**src/rtl/vram_arbiter_pkg.sv**
```systemverilog
// Shared definitions for the video RAM arbiter: default bus widths and the
// arbiter state encoding.
package vram_arbiter_pkg;

    localparam int VRAM_ADDR_W = 17;
    localparam int VRAM_DATA_W = 32;

    // READY   : CPU may be issued this cycle
    // CPU_ACK : CPU access issued last cycle, ack is out, CPU not eligible
    typedef enum logic {
        READY   = 1'b0,
        CPU_ACK = 1'b1
    } arb_state_t;

endpackage

```
**src/rtl/vram_arbiter.sv**
```systemverilog
// Video RAM arbiter: shares one single-port synchronous-read RAM between the
// display scanout fetch (fixed priority) and the CPU slave port. A counter
// of consecutive CPU losses forces a CPU slot once it reaches CPU_MAX_WAIT.
//
// state   | meaning
// READY   | CPU request is eligible for issue this cycle
// CPU_ACK | CPU access issued last cycle; ack asserted, CPU not eligible
module vram_arbiter
    import vram_arbiter_pkg::*;
#(
    parameter int ADDR_W       = VRAM_ADDR_W,
    parameter int DATA_W       = VRAM_DATA_W,
    parameter int CPU_MAX_WAIT = 4
) (
    input  logic                clk,
    input  logic                rst,
    input  logic                disp_req,
    input  logic [ADDR_W-1:0]   disp_addr,
    output logic                disp_gnt,
    output logic                disp_rvalid,
    output logic [DATA_W-1:0]   disp_rdata,
    input  logic                cpu_req,
    input  logic                cpu_we,
    input  logic [DATA_W/8-1:0] cpu_sel,
    input  logic [ADDR_W-1:0]   cpu_addr,
    input  logic [DATA_W-1:0]   cpu_wdata,
    output logic                cpu_ack,
    output logic [DATA_W-1:0]   cpu_rdata,
    output logic                mem_en,
    output logic [DATA_W/8-1:0] mem_we,
    output logic [ADDR_W-1:0]   mem_addr,
    output logic [DATA_W-1:0]   mem_wdata,
    input  logic [DATA_W-1:0]   mem_rdata
);

    localparam int SEL_W  = DATA_W / 8;
    localparam int WAIT_W = $clog2(CPU_MAX_WAIT + 1);
    localparam logic [WAIT_W-1:0] WAIT_MAX = WAIT_W'(CPU_MAX_WAIT);

    arb_state_t        state;
    logic [WAIT_W-1:0] wait_cnt;
    logic              ack_q;
    logic              rvalid_q;
    logic              cpu_elig;
    logic              cpu_win;
    logic              disp_win;

    // Per-cycle winner selection and RAM port drive
    always_comb begin
        cpu_elig  = cpu_req && (state == READY);
        cpu_win   = 1'b0;
        disp_win  = 1'b0;
        if (!rst) begin
            if (cpu_elig && (!disp_req || wait_cnt == WAIT_MAX)) begin
                cpu_win = 1'b1;
            end else if (disp_req) begin
                disp_win = 1'b1;
            end
        end
        mem_en    = cpu_win || disp_win;
        mem_we    = (cpu_win && cpu_we) ? cpu_sel : {SEL_W{1'b0}};
        mem_addr  = disp_win ? disp_addr : cpu_addr;
        mem_wdata = cpu_wdata;
        disp_gnt  = disp_win;
    end

    // State, starvation counter and completion strobes
    always_ff @(posedge clk) begin
        if (rst) begin
            state    <= READY;
            wait_cnt <= '0;
            ack_q    <= 1'b0;
            rvalid_q <= 1'b0;
        end else begin
            ack_q    <= cpu_win;
            rvalid_q <= disp_win;
            state    <= cpu_win ? CPU_ACK : READY;
            if (cpu_win || !cpu_req) begin
                wait_cnt <= '0;
            end else if (cpu_elig && disp_win && wait_cnt < WAIT_MAX) begin
                wait_cnt <= wait_cnt + 1'b1;
            end
        end
    end

    // Reset in the cycle after an issue swallows the pending ack/rvalid,
    // so the strobes are qualified with rst as well as being registered.
    assign cpu_ack     = ack_q && !rst;
    assign disp_rvalid = rvalid_q && !rst;
    assign cpu_rdata   = mem_rdata;
    assign disp_rdata  = mem_rdata;

endmodule
```
**config.mk**
```make
export PLATFORM = sky130hd
export DESIGN_NAME = vram_arbiter
export DESIGN_NICKNAME = d
export VERILOG_FILES = /design/src/rtl/vram_arbiter_pkg.sv /design/src/rtl/vram_arbiter.sv
export SDC_FILE = /design/constraint.sdc
export NUM_CORES = 1
export LEC_CHECK = 0
export BUFFER_PORTS_ARGS = -buffer_cell sky130_fd_sc_hd__clkbuf_2
export CAP_MARGIN = 10
export CORE_ASPECT_RATIO = 1.1
export CORE_MARGIN = 8
export CORE_UTILIZATION = 24
export CTS_CLUSTER_DIAMETER = 150
export CTS_CLUSTER_SIZE = 14
export DETAILED_ROUTE_END_ITERATION = 10
export PLACE_DENSITY_LB_ADDON = 0.15
export SLEW_MARGIN = 25
export SYNTH_ARGS = -nofsm -noshare
export SYNTH_HDL_FRONTEND = slang
export SYNTH_SLANG_ARGS = --single-unit
```
**constraint.sdc**
```tcl
create_clock -name clk -period 1.9 [get_ports clk]
set_clock_uncertainty 0.15 [all_clocks]
set_input_delay 0.38 -clock clk [delete_from_list [all_inputs] [get_ports clk]]
set_output_delay 0.38 -clock clk [all_outputs]
set_load 0.05 [all_outputs]
```
### After elaboration in Yosys (flattened, before gate mapping)

Index checks and enable logic that the tools add are counted.

* register bits: 6
* latch bits: 0
* RAM bits: 0
* ROM bits: 0
* word-level logic and storage cells: 30
* memories: 0

* add/subtract/negate cells: 1
* multipliers: 0
* div/mod/pow operators: 0
* magnitude comparators: 1
* equal/unequal tests: 1
* shifts and indexed selects: 0
* multiplexer cells: 8
* bitwise logic cells: 1
* reductions and logical operators: 14

Operators by type and width (count)
* $mux 17: 1
* $logic_and 1x1->1: 7
* $mux 1: 6
* $mux 4: 1
* $add 3x1->3 const B: 1
* $eq 3x3->1 const B: 1
* $logic_not 1->1: 3
* $logic_or 1x1->1: 3
* $lt 3x3->1 const B: 1
* $reduce_or 2->1: 1
* $not 1->1: 1

### Logic depth before layout (Yosys ltp)

Gate-level depths: netlist of the first run.

* depth in word-level cells: 7
* depth in mapped cells: 6

### Worst setup path before layout of the first run

Ideal clock, no wire load.

* path type: reg2out
* from: reg wait_cnt[0]
* to: out mem_we[0]
* data arrival time: 1.492 ns
* setup slack: -0.122 ns
* stages on the path, launching flop included: 6
* path through: dfxtp_1 > inv_1 > ha_1 > a21boi_0 > nor4b_1 > and2_1

* cells in the longest elaborated chain, start to end: 7

RTL lines
* from (decl): line vram_arbiter.sv:41 `logic [WAIT_W-1:0] wait_cnt;`
* from (signal assigned): line vram_arbiter.sv:81 `wait_cnt <= wait_cnt + 1'b1;`
* $eq 3x3->1: line vram_arbiter.sv:54 `if (cpu_elig && (!disp_req || wait_cnt == WAIT_MAX)) begin`
* $logic_or 1x1->1: line vram_arbiter.sv:54
* $logic_and 1x1->1: line vram_arbiter.sv:54
* $mux 1: line vram_arbiter.sv:54
* $mux 1: line vram_arbiter.sv:53 `if (!rst) begin`
* $logic_and 1x1->1: line vram_arbiter.sv:61 `mem_we = (cpu_win && cpu_we) ? cpu_sel : {SEL_W{1'b0}};`
* $mux 4: line vram_arbiter.sv:61
* to (decl): line vram_arbiter.sv:30 `output logic [DATA_W/8-1:0] mem_we,`

No other way between the ends.

### Final worst setup path of the first run

* from: reg wait_cnt[1]
* to: out mem_addr[3]

* cells in the longest elaborated chain, start to end: 6

RTL lines
* $eq 3x3->1: line vram_arbiter.sv:54
* $logic_or 1x1->1: line vram_arbiter.sv:54
* $logic_and 1x1->1: line vram_arbiter.sv:54
* $mux 1: line vram_arbiter.sv:54
* $mux 1: line vram_arbiter.sv:53
* $mux 17: line vram_arbiter.sv:62 `mem_addr = disp_win ? disp_addr : cpu_addr;`
* to (decl): line vram_arbiter.sv:31 `output logic [ADDR_W-1:0] mem_addr,`

No other way between the ends.

==> impl_results.md, run 1 <==
* Maximum number of pins on one net before global-route repair at 7
* Antenna violations before repair at 0
* Kind of critical path: reg2out
* Cell count after synthesis at roughly 150
* Kind of capture point of the worst setup path: primary output
* Buffers added on ports at 67
* Number of nets with antenna violations after routing at 0
* Total of flip-flops plus latches after synthesis at 5
* Leading cell type in the layout, fill and taps excluded: sky130_fd_sc_hd__clkbuf_2
* Total inserted antenna cells at 0
* Synthesized area per cell at 8.30 um^2
* Worst r2r path cells at 4
* Synth unique cells at 25
* Maximum cell stage delay along the critical path at 0.31 ns
* Slowest stage cell, crit path: sky130_fd_sc_hd__dfxtp_2
* Finished layout cell area at about 1600 um^2
* Hold Vio Cnt, Final at 0
* Num CTS Buffers at 3
* Die X-Extent at 84.9 um
* Area of the core region at 5030 um^2
* Via count at 834
* Cells after DPL at between 150 and 200
* Summed instance area of the synthesized netlist at 1250 um^2
* Sequential fraction of the synthesis area at under 10%
* Ys Warns at 0
* Die span in y at approximately 92 um
* Final period util at 118%
* Slew HR at roughly three quarters
* Detailed Routing Iterations Pass 1 at 2
* Via/cell ratio at between 4 and 5
* Final net count at 251
* Setup repair after global routing missed its margin: true
* Buffers and inverters on the worst path at 4
* I/O Pins at approximately 230
* Worst Setup Start Kind: register
* Cell count along the critical path at 8
* Layout cells sized above 1 at 84.4%
* Final GP Congestion at 0.667
* Commonest non-fill, non-tap cells in the layout: sky130_fd_sc_hd__clkbuf_2, sky130_fd_sc_hd__mux2_4, sky130_fd_sc_hd__buf_4
* Leak pwr at just over 0.8 nW
* Die ar. at 7800 um^2
* CTS root buf: sky130_fd_sc_hd__clkbuf_8
* Final std cells w/o fill at about 200
* Power per cell area at around 470 nW/um^2
* Maxcap violations at 0
* Clock-pin transition on the worst setup and hold timing paths at about 0.040 ns
* Pins over their slew limit at 0
* Total clock sinks at 5
* Residual DRC count at 0
* Post-Syn Nets at 260
* Maximum fanout count along the critical path at 5
* Class of the tightest hold or removal check: in2reg
* Max frequency at 448 MHz
* Worst Path Arrival at ~1.7 ns
* Result of the run: finished, violations left
* Most common cell on crit path: sky130_fd_sc_hd__buf_6
* Final setup violation count at 23
* Largest voltage drop on the vdd net at a little over 0.0002 V
* Grt total ovfl at 0
* Clock period minus worst slack at about 2.2 ns
* HPWL after detailed placement at ~3.2 mm
* Violated checks: setup timing
* Insertion delay of the later-clocked pin in the worst-skew pair at approximately 0.22 ns
* H-tree level count at 1
* Cell Area, Placed at 1150 um^2
* Global-route wire length before repair at between 5 and 6 mm
* Effective utilization at floorplan at between 20 and 25%
* Required time at the endpoint of the critical path at 1.37 ns
* Critical Path, Cell by Cell: inv_2 > ha_4 > nand2_4 > o21ai_4 > buf_6 > buf_6 > mux2_4 > buf_8
* Relative area change from synthesis to final layout at 24.7%
* Post-layout total power at about 0.73 mW
* Hold-critical path depth at 3
* Transition time of the tightest slew-check pin at between 0.3 and 0.4 ns
* Final setup slack of the worst path at -0.335 ns
* Overall routing resource usage at approximately 9.0%
* Std cell rows at 27
* Setup TNS after final layout at -6.28 ns
* Crit-path leading delay family: buffers and inverters
* Sum of routed wire length over all layers at 3.79 mm
* Clock buffer depth at 2
* Iter 0 DRT Violations at 21
* CTS tree: done
* Via count of the first global-routing pass at between 900 and 1000
* Wirelength per Cell at between 15 and 20 um
[kinds of logic after synthesis]
| logic type | Yosys count | synth area share (%) |
|---|---|---|
| muxes | 17 | 15.3 |
| DFF | 5 | 7.98 |
| buffers and inverters | 101 | 59.9 |
| AOI/OAI and AO/OA | 8 | 4.79 |
| adders and majority gates | 2 | 2.00 |
| and+or+nand+nor | 18 | 10.1 |
[synthesized netlist by cell type]
library cell               number  area, um^2
sky130_fd_sc_hd__buf_4         96         721
sky130_fd_sc_hd__mux2_2        17         191
sky130_fd_sc_hd__dfxtp_1        5         100
sky130_fd_sc_hd__and2_1         4        25.0
sky130_fd_sc_hd__inv_1          4        15.0
sky130_fd_sc_hd__and2b_1        3        22.5
sky130_fd_sc_hd__a21oi_1        2        10.0
sky130_fd_sc_hd__ha_1           2        25.0
sky130_fd_sc_hd__o31ai_1        2        15.0
sky130_fd_sc_hd__a21boi_0       1        7.51
sky130_fd_sc_hd__a31oi_1        1        6.26
sky130_fd_sc_hd__and2b_2        1        8.76
sky130_fd_sc_hd__buf_8          1        15.0
sky130_fd_sc_hd__nand2_1        1        3.75
sky130_fd_sc_hd__nand2b_1       1        6.26
sky130_fd_sc_hd__nand2b_4       1        13.8
sky130_fd_sc_hd__nand4b_1       1        8.76
sky130_fd_sc_hd__nor2_1         1        3.75
sky130_fd_sc_hd__nor2b_1        1        6.26
sky130_fd_sc_hd__nor3_1         1        5.00
sky130_fd_sc_hd__nor4b_1        1        8.76
sky130_fd_sc_hd__o21ai_0        1        5.00
sky130_fd_sc_hd__o21ai_4        1        16.3
sky130_fd_sc_hd__or2_2          1        6.26
sky130_fd_sc_hd__or4_1          1        7.51
[through the flow]
stage                     worst slack (ns)  hold WS, ns  util [%]
final                               -0.335        0.356      31.0
after global routing                -0.408        0.384      31.0
after detailed placement            -0.195        0.415      22.8
after floorplan                    -0.0476        0.314         -
after CTS                           -0.339        0.366      31.7
after global placement              -0.184        0.408      22.8
[worst min-delay path: stages]
cell and delay (ns):
sky130_fd_sc_hd__clkbuf_2 0.09, sky130_fd_sc_hd__buf_4 0.14, sky130_fd_sc_hd__nor3_1 0.06
[worst paths after layout]
| check | startpoint | to | slack, ns |
|---|---|---|---|
| max reg2reg | wait_cnt[0] | wait_cnt[0] | 0.45 |
| min | rst | state | 0.36 |
| max | wait_cnt[1] | mem_addr[3] | -0.33 |
| min reg2reg | wait_cnt[1] | wait_cnt[1] | 0.45 |
[registers in the layout, indices dropped and copies added, names as in the netlist]
register	cells
wait_cnt	3
rvalid_q	1
state	1
[final cells by class]
cell class	instances	area, um^2
repair buffers	83	813
clock buffers	4	45.0
flip-flops and latches	5	103
fillers	509	3470
inverters	4	17.5
well taps	58	72.6
multi-input cells	45	512
[power by group]
group / switching [mW] / total [mW] / internal [mW]
combinational: 0.208 / 0.425 / 0.218
clock: 0.0520 / 0.196 / 0.144
sequential: 0.000837 / 0.109 / 0.108
total: 0.261 / 0.730 / 0.469
[per-layer routing]
metal | global-route usage, % | vias to the layer above | part of all wire [%] | wire, um
met5 | 0 | - | 0 | 0
met2 | 16.6 | 83 | 53 | 1990
met4 | 3.71 | 0 | 3.6 | 136
met1 | 5.80 | 354 | 25 | 940
met3 | 8.56 | 30 | 19 | 723
li1 | - | 367 | - | -
[timing repair]
action,in CTS,in global routing
setup endpoints to repair,23,23
cloned,1,0
hold buffers,0,0
setup buffers,4,0
gates resized for setup,70,10
pin swaps,4,2
No activity file was read; power rests on OpenSTA's default activity.
==> inputs of run 2 (changes only) <==
--- a/config.mk
+++ b/config.mk
@@ -7,13 +7,13 @@
 export LEC_CHECK = 0
 export BUFFER_PORTS_ARGS = -buffer_cell sky130_fd_sc_hd__clkbuf_2
 export CAP_MARGIN = 10
-export CORE_ASPECT_RATIO = 1.1
-export CORE_MARGIN = 8
-export CORE_UTILIZATION = 24
+export CORE_AREA = 2 2 87 89
 export CTS_CLUSTER_DIAMETER = 150
 export CTS_CLUSTER_SIZE = 14
 export DETAILED_ROUTE_END_ITERATION = 10
+export DIE_AREA = 0 0 89 91
 export PLACE_DENSITY_LB_ADDON = 0.15
+export SETUP_SLACK_MARGIN = 0.5
 export SLEW_MARGIN = 25
 export SYNTH_ARGS = -nofsm -noshare
 export SYNTH_HDL_FRONTEND = slang
==> run 2 against run 1 <==
Net effect:
- the run still ends with setup timing left
- maximum frequency decreased by 0.43%
- clock-buffer cell count unchanged
- critical path depth unchanged
- sequential power about the same
- routed wire length decreased by 22%
- via count decreased by 0.84%
- register-to-register slack about the same
- largest cell class unchanged
==> impl_results.md, run 2 (synthesis gave the netlist of run 1 again) <==
* Cells after DPL at 233 (was 192)
* Slew HR at 76.1% (was 75.5%)
* Total inserted antenna cells at 0 (unchanged)
* Final setup slack of the worst path at -0.344 ns (was -0.335 ns)
* Maximum cell stage delay along the critical path at 0.31 ns (about the same)
* Critical Path, Cell by Cell: inv_2 > ha_4 > nand2_4 > o21ai_4 > buf_12 > clkbuf_16 > mux2_4 > buf_8 (was inv_2 > ha_4 > nand2_4 > o21ai_4 > buf_6 > buf_6 > mux2_4 > buf_8)
* Maximum number of pins on one net before global-route repair at 11 (was 7)
* P_sw at 0.259 mW (was 0.261 mW)
* Slowest stage cell, crit path: sky130_fd_sc_hd__dfxtp_2 (unchanged)
* HPWL after detailed placement at 2.39 mm (was 3.17 mm)
* Fill cell count at 797 (was 509)
* Detailed Routing Iterations Pass 1 at 2 (unchanged)
* Clock-pin transition on the worst setup and hold timing paths at 0.04 ns (about the same)
* Buffers added on ports at 67 (unchanged)
* Sum of routed wire length over all layers at 2.96 mm (was 3.79 mm)
* Largest voltage drop on the vdd net at 0.000156 V (was 0.000203 V)
* Largest register by flop count: wait_cnt (unchanged)
* Iter 0 DRT Violations at 15 (was 21)
* Leading cell type in the layout, fill and taps excluded: sky130_fd_sc_hd__clkbuf_2 (unchanged)
* Part of the power in the clock network at 27.9% (was 26.8%)
* Class of the tightest hold or removal check: in2reg (unchanged)
* Transition time of the tightest slew-check pin at 0.355 ns (was 0.364 ns)
* Clock period minus worst slack at 2.24 ns (was 2.23 ns)
* Violated checks: setup timing (unchanged)
* Hold Vio Cnt, Final at 0 (unchanged)
* Startpoint of the lowest-slack register-to-register path: wait_cnt[0] (unchanged)
* Std cell rows at 31 (was 27)
* Relative area change from synthesis to final layout at 25.3% (was 24.7%)
* Overall routing resource usage at 6.29% (was 8.97%)
* Final period util at 118% (about the same)
* Via/cell ratio at 3.42 (was 4.19)
* H-tree level count at 1 (unchanged)
* CTS tree: done (unchanged)
* Grt total ovfl at 0 (unchanged)
* Total clock sinks at 5 (unchanged)
* Kind of capture point of the worst setup path: primary output (unchanged)
* Via count at 827 (was 834)
* Max frequency at 446 MHz (was 448 MHz)
* Switching power as a share of total power at 36.0% (was 35.7%)
* Kind of critical path: reg2out (unchanged)
* Layout cells sized above 1 at 85.3% (was 84.4%)
* Maxcap violations at 0 (unchanged)
* Commonest non-fill, non-tap cells in the layout: sky130_fd_sc_hd__clkbuf_2, sky130_fd_sc_hd__buf_8, sky130_fd_sc_hd__mux2_4 (was sky130_fd_sc_hd__clkbuf_2, sky130_fd_sc_hd__mux2_4, sky130_fd_sc_hd__buf_4)
* Part of the power in combinational logic at 56.9% (was 58.3%)
* WHS at 0.398 ns (was 0.356 ns)
* Met1 Usage GRT at 5.63% (was 5.80%)
* Final net count at 253 (was 251)
* Worst Setup SP: wait_cnt[0] (was wait_cnt[1])
* CTS root buf: sky130_fd_sc_hd__clkbuf_8 (unchanged)
* Leak pwr at 0.802 nW (was 0.816 nW)
* Num CTS Buffers at 3 (unchanged)
* Startpoint of the most critical hold path: rst (unchanged)
* Clock buffer depth at 2 (unchanged)
* Global-route wire length before repair at 3.97 mm (was 5.46 mm)
* Maximum fanout count along the critical path at 4 (was 5)
* Pins over their slew limit at 0 (unchanged)
* Via count of the first global-routing pass at 824 (was 998)
* CTS hold repair buffers at 0 (unchanged)
* Share of total power in sequential cells at 15.2% (was 14.9%)
* Utilization after layout at 22.0% (was 31.0%)
* I/O Pins at 228 (unchanged)
* Worst reg-to-reg setup slack at 0.45 ns (about the same)
* Insertion delay of the later-clocked pin in the worst-skew pair at 0.22 ns (about the same)
* Leading registers by flop count: wait_cnt (3), rvalid_q (1), state (1) (unchanged)
* Result of the run: finished, violations left (unchanged)
* Setup TNS after final layout at -6.63 ns (was -6.28 ns)
* Final std cells w/o fill at 242 (was 199)
* Residual DRC count at 0 (unchanged)
* Die ar. at 8100 um^2 (was 7800 um^2)
* Die X-Extent at 89 um (was 84.9 um)
* Setup repair after global routing missed its margin: true (unchanged)
* Area of the core region at 7140 um^2 (was 5030 um^2)
* Global routing's busiest layer: met2 (unchanged)
* Effective utilization at floorplan at 17.6% (was 24.9%)
* Die span in y at 91 um (was 91.8 um)
* Final setup violation count at 23 (unchanged)
* Post-layout total power at 0.719 mW (was 0.730 mW)
* Met3 global-route usage at 3.00% (was 8.56%)
* Worst Path Arrival at 1.71 ns (was 1.70 ns)
* Antenna violations before repair at 0 (unchanged)
* Met2 capacity usage during global routing at 10.8% (was 16.6%)
* Power per cell area at 457 nW/um^2 (was 467 nW/um^2)
* Internal power at 0.460 mW (was 0.469 mW)
* Wirelength per Cell at 12.2 um (was 19.1 um)
* Worst Setup Start Kind: register (unchanged)
* Final GP Congestion at 0.694 (was 0.667)
* Max reg flops at 3 (unchanged)
* Number of nets with antenna violations after routing at 0 (unchanged)
* Required time at the endpoint of the critical path at 1.37 ns (about the same)
-- run 2: changes by cell type in the layout (fill, tap and decap cells not counted), sizes merged --
cell / delta
buf: +11
clkbuf: -9
-- run 2: stage by stage --
stage	cell area, um^2	setup WS (ns)
after CTS	1420	-0.341
after global routing	1570	-0.395
final	1570	-0.344
after global placement	1160	-0.199
after detailed placement	1160	-0.196
after floorplan	1320	-0.0476
-- run 2: what timing repair did --
| item | CTS | global route |
|---|---|---|
| buffers inserted | 1 | 2 |
| pin swaps | 2 | 2 |
| gates cloned | 0 | 2 |
| endpoints found under the setup margin | 29 | 28 |
| resized for setup | 49 | 39 |
-- run 2: cell type report --
class | instances | area [um^2] | area share (%)
Clock buffer | 4 | 45.0 | 2.87
Timing Repair Buffer | 85 | 782 | 49.8
Tap cell | 99 | 124 | 7.88
Inverter | 4 | 15.0 | 0.955
Sequential cell | 5 | 104 | 6.61
Multi-Input combinational cell | 45 | 502 | 31.9
-- run 2: routing by layer --
metal,vias up,share of wire [%]
met4,0,3.9
met2,56,53
met3,20,13
met1,380,29
met5,-,0
li1,371,-
-- run 2: critical path: cells and delay by family (launching register included) --
kind                     cells  cell delay (ns)
buffers and inverters        4             0.49
adder cells (fa/ha/maj)      1             0.15
flip-flops                   1             0.31
AND/OR/NAND/NOR              1             0.06
multiplexers                 1             0.31
AO/OA/AOI/OAI                1             0.17
-- run 2: path summary, 6_finish.rpt --
check / endpoint / cells after the start
max: mem_addr[9] / 8
min: state / 4
max reg2reg: wait_cnt[1] / 6
min reg2reg: wait_cnt[0] / 3
-- run 2: power groups by stage --
stage	logic (mW)	clock network (mW)	registers [mW]
floorplan	0.742	0	0.110
global placement	0.302	0	0.110
detailed placement	0.301	0	0.110
CTS	0.359	0.207	0.109
global route	0.428	0.213	0.109
finish	0.409	0.200	0.109
==> inputs of run 3 (changes only) <==
--- a/config.mk
+++ b/config.mk
@@ -7,11 +7,14 @@
 export LEC_CHECK = 0
 export BUFFER_PORTS_ARGS = -buffer_cell sky130_fd_sc_hd__clkbuf_2
 export CAP_MARGIN = 10
-export CORE_AREA = 2 2 87 89
+export CELL_PAD_IN_SITES_DETAIL_PLACEMENT = 1
+export CELL_PAD_IN_SITES_GLOBAL_PLACEMENT = 2
+export CORE_ASPECT_RATIO = 1.1
+export CORE_MARGIN = 1
+export CORE_UTILIZATION = 10
 export CTS_CLUSTER_DIAMETER = 150
 export CTS_CLUSTER_SIZE = 14
 export DETAILED_ROUTE_END_ITERATION = 10
-export DIE_AREA = 0 0 89 91
 export PLACE_DENSITY_LB_ADDON = 0.15
 export SETUP_SLACK_MARGIN = 0.5
 export SLEW_MARGIN = 25
==> run 3 against run 2 <==
Net effect:
- the run still ends with setup timing left
- setup slack improved by 0.027 ns
- final cell count grew 21%
- power grew 18%
- routed wire length grew 1.0%
- largest cell class unchanged
==> impl_results.md, run 3 (synthesis gave the netlist of run 1 again) <==
* Capture endpoint of the worst hold path: state (unchanged)
* Worst r2r path cells at 7 (was 6)
* Number of nets with antenna violations after routing at 0 (unchanged)
* Worst Setup Start Kind: register (unchanged)
* Via/cell ratio at 2.70 (was 3.42)
* Startpoint of the lowest-slack register-to-register path: wait_cnt[0] (unchanged)
* Detailed Routing Iterations Pass 1 at 4 (was 2)
* Final GP Congestion at 0.644 (was 0.694)
* Final setup violation count at 23 (unchanged)
* Num CTS Buffers at 3 (unchanged)
* Relative area change from synthesis to final layout at 28.1% (was 25.3%)
* Total clock sinks at 5 (unchanged)
* Setup repair after global routing missed its margin: true (unchanged)
* Routed length on met2 at 1.67 mm (was 1.58 mm)
* Final setup slack of the worst path at -0.317 ns (was -0.344 ns)
* Largest voltage drop on the vdd net at 0.000217 V (was 0.000156 V)
* End of the worst register-to-register path: wait_cnt[1] (unchanged)
* Hold-critical path depth at 4 (unchanged)
* Result of the run: finished, violations left (unchanged)
* Final period util at 117% (was 118%)
* Die ar. at 13000 um^2 (was 8100 um^2)
* Dpl ws at -0.222 ns (was -0.196 ns)
* Leading cell type in the layout, fill and taps excluded: sky130_fd_sc_hd__clkbuf_2 (unchanged)
* Leak pwr at 0.749 nW (was 0.802 nW)
* Total inserted antenna cells at 0 (unchanged)
* Maximum number of pins on one net before global-route repair at 10 (was 11)
* Layout cells sized above 1 at 87.1% (was 85.3%)
* CTS tree: done (unchanged)
* Sum of routed wire length over all layers at 2.99 mm (was 2.96 mm)
* Class of the tightest hold or removal check: in2reg (unchanged)
* Via count of the first global-routing pass at 893 (was 824)
* Power per cell area at 527 nW/um^2 (was 457 nW/um^2)
* Wirelength per Cell at 10.2 um (was 12.2 um)
* Insertion delay of the later-clocked pin in the worst-skew pair at 0.23 ns (was 0.22 ns)
* Met1 layer wirelength in the final routing at 927 um (was 861 um)
* Final std cells w/o fill at 294 (was 242)
* Hold Vio Cnt, Final at 0 (unchanged)
* Maxcap violations at 0 (unchanged)
* Global-route wire length before repair at 4.44 mm (was 3.97 mm)
* Leading registers by flop count: wait_cnt (3), rvalid_q (1), state (1) (unchanged)
* Commonest non-fill, non-tap cells in the layout: sky130_fd_sc_hd__clkbuf_2, sky130_fd_sc_hd__buf_8, sky130_fd_sc_hd__buf_4 (was sky130_fd_sc_hd__clkbuf_2, sky130_fd_sc_hd__buf_8, sky130_fd_sc_hd__mux2_4)
* CTS root buf: sky130_fd_sc_hd__clkbuf_16 (was sky130_fd_sc_hd__clkbuf_8)
* Clock buffer depth at 2 (unchanged)
* Setup TNS after final layout at -6.41 ns (was -6.63 ns)
* Clock period minus worst slack at 2.22 ns (was 2.24 ns)
* Startpoint of the most critical hold path: rst (unchanged)
* Kind of critical path: reg2out (unchanged)
* Grt total ovfl at 0 (unchanged)
* H-tree level count at 1 (unchanged)
* Final net count at 250 (was 253)
* Die span in y at 119 um (was 91 um)
* Clock-pin transition on the worst setup and hold timing paths at 0.04 ns (about the same)
* Iter 0 DRT Violations at 13 (was 15)
* Effective utilization at floorplan at 10.3% (was 17.6%)
* Violated checks: setup timing (unchanged)
* HPWL after detailed placement at 2.56 mm (was 2.39 mm)
* Worst reg-to-reg setup slack at 0.46 ns (was 0.45 ns)
* Die X-Extent at 109 um (was 89 um)
* Pins over their slew limit at 0 (unchanged)
* Largest register by flop count: wait_cnt (unchanged)
* CTS hold repair buffers at 0 (unchanged)
* Buffers added on ports at 67 (unchanged)
* Max reg flops at 3 (unchanged)
* Transition time of the tightest slew-check pin at 0.217 ns (was 0.355 ns)
* Required time at the endpoint of the critical path at 1.37 ns (about the same)
* I/O Pins at 228 (unchanged)
* WHS at 0.402 ns (was 0.398 ns)
* Area of the core region at 12100 um^2 (was 7140 um^2)
* Max frequency at 451 MHz (was 446 MHz)
* Residual DRC count at 0 (unchanged)
* Uppermost routed layer: met4 (unchanged)
* Via count at 795 (was 827)
* Kind of capture point of the worst setup path: primary output (unchanged)
* Std cell rows at 42 (was 31)
* Worst Path Arrival at 1.69 ns (was 1.71 ns)
* Amount of wire on met3 after detailed routing at 309 um (was 399 um)
* Slew HR at 85.5% (was 76.1%)
* Maximum fanout count along the critical path at 9 (was 4)
* Overall routing resource usage at 4.50% (was 6.29%)
* Antenna violations before repair at 0 (unchanged)
* Cells after DPL at 287 (was 233)
## run 3: layout make-up
class / count / area [um^2]
inverters: 4 / 17.5
repair buffers: 82 / 733
fillers: 1400 / 10500
multi-input cells: 45 / 480
clock buffers: 4 / 78.8
flip-flops and latches: 5 / 104
well taps: 154 / 193
## run 3: critical path, stage by stage (launching register included)
cell                      delay, ns
sky130_fd_sc_hd__dfxtp_2       0.31
sky130_fd_sc_hd__inv_2         0.06
sky130_fd_sc_hd__ha_4          0.15
sky130_fd_sc_hd__nand2_4       0.05
sky130_fd_sc_hd__o21ai_4       0.21
sky130_fd_sc_hd__buf_12        0.17
sky130_fd_sc_hd__mux2_2        0.35
sky130_fd_sc_hd__buf_8         0.15
## run 3: repair_timing
| action | 4_1_cts | 5_1_grt |
|---|---|---|
| pin swaps | 2 | 4 |
| setup endpoints to repair | 29 | 29 |
| buffers inserted | 2 | 1 |
| gates resized for setup | 50 | 42 |
## run 3: power by group
group | leakage [nW] | switching [mW] | internal (mW)
logic | 0.668 | 0.199 | 0.189
registers | 0.0421 | 0.000939 | 0.108
clock network | 0.0382 | 0.0713 | 0.278
## run 3: worst max-delay path by stage
stage | start | to
after global routing | wait_cnt[1] | mem_addr[12]
after global placement | wait_cnt[1] | mem_we[0]
after floorplan | wait_cnt[1] | mem_addr[0]
final | wait_cnt[1] | mem_addr[11]
after detailed placement | rst | mem_addr[7]
after CTS | wait_cnt[1] | mem_addr[7]
## run 3: metal layers
layer,track usage (%),vias to the layer above
li1,-,367
met1,3.87,379
met2,8.62,34
met3,1.42,15
met4,2.96,0
met5,0,-
## run 3: through the flow
step | power (mW) | util (%) | cell area [um^2]
after floorplan | 0.853 | - | 1320
after global placement | 0.414 | 10.1 | 1220
after detailed placement | 0.413 | 10.1 | 1220
after CTS | 0.828 | 12.5 | 1520
after global routing | 0.883 | 13.2 | 1610
final | 0.846 | 13.2 | 1610
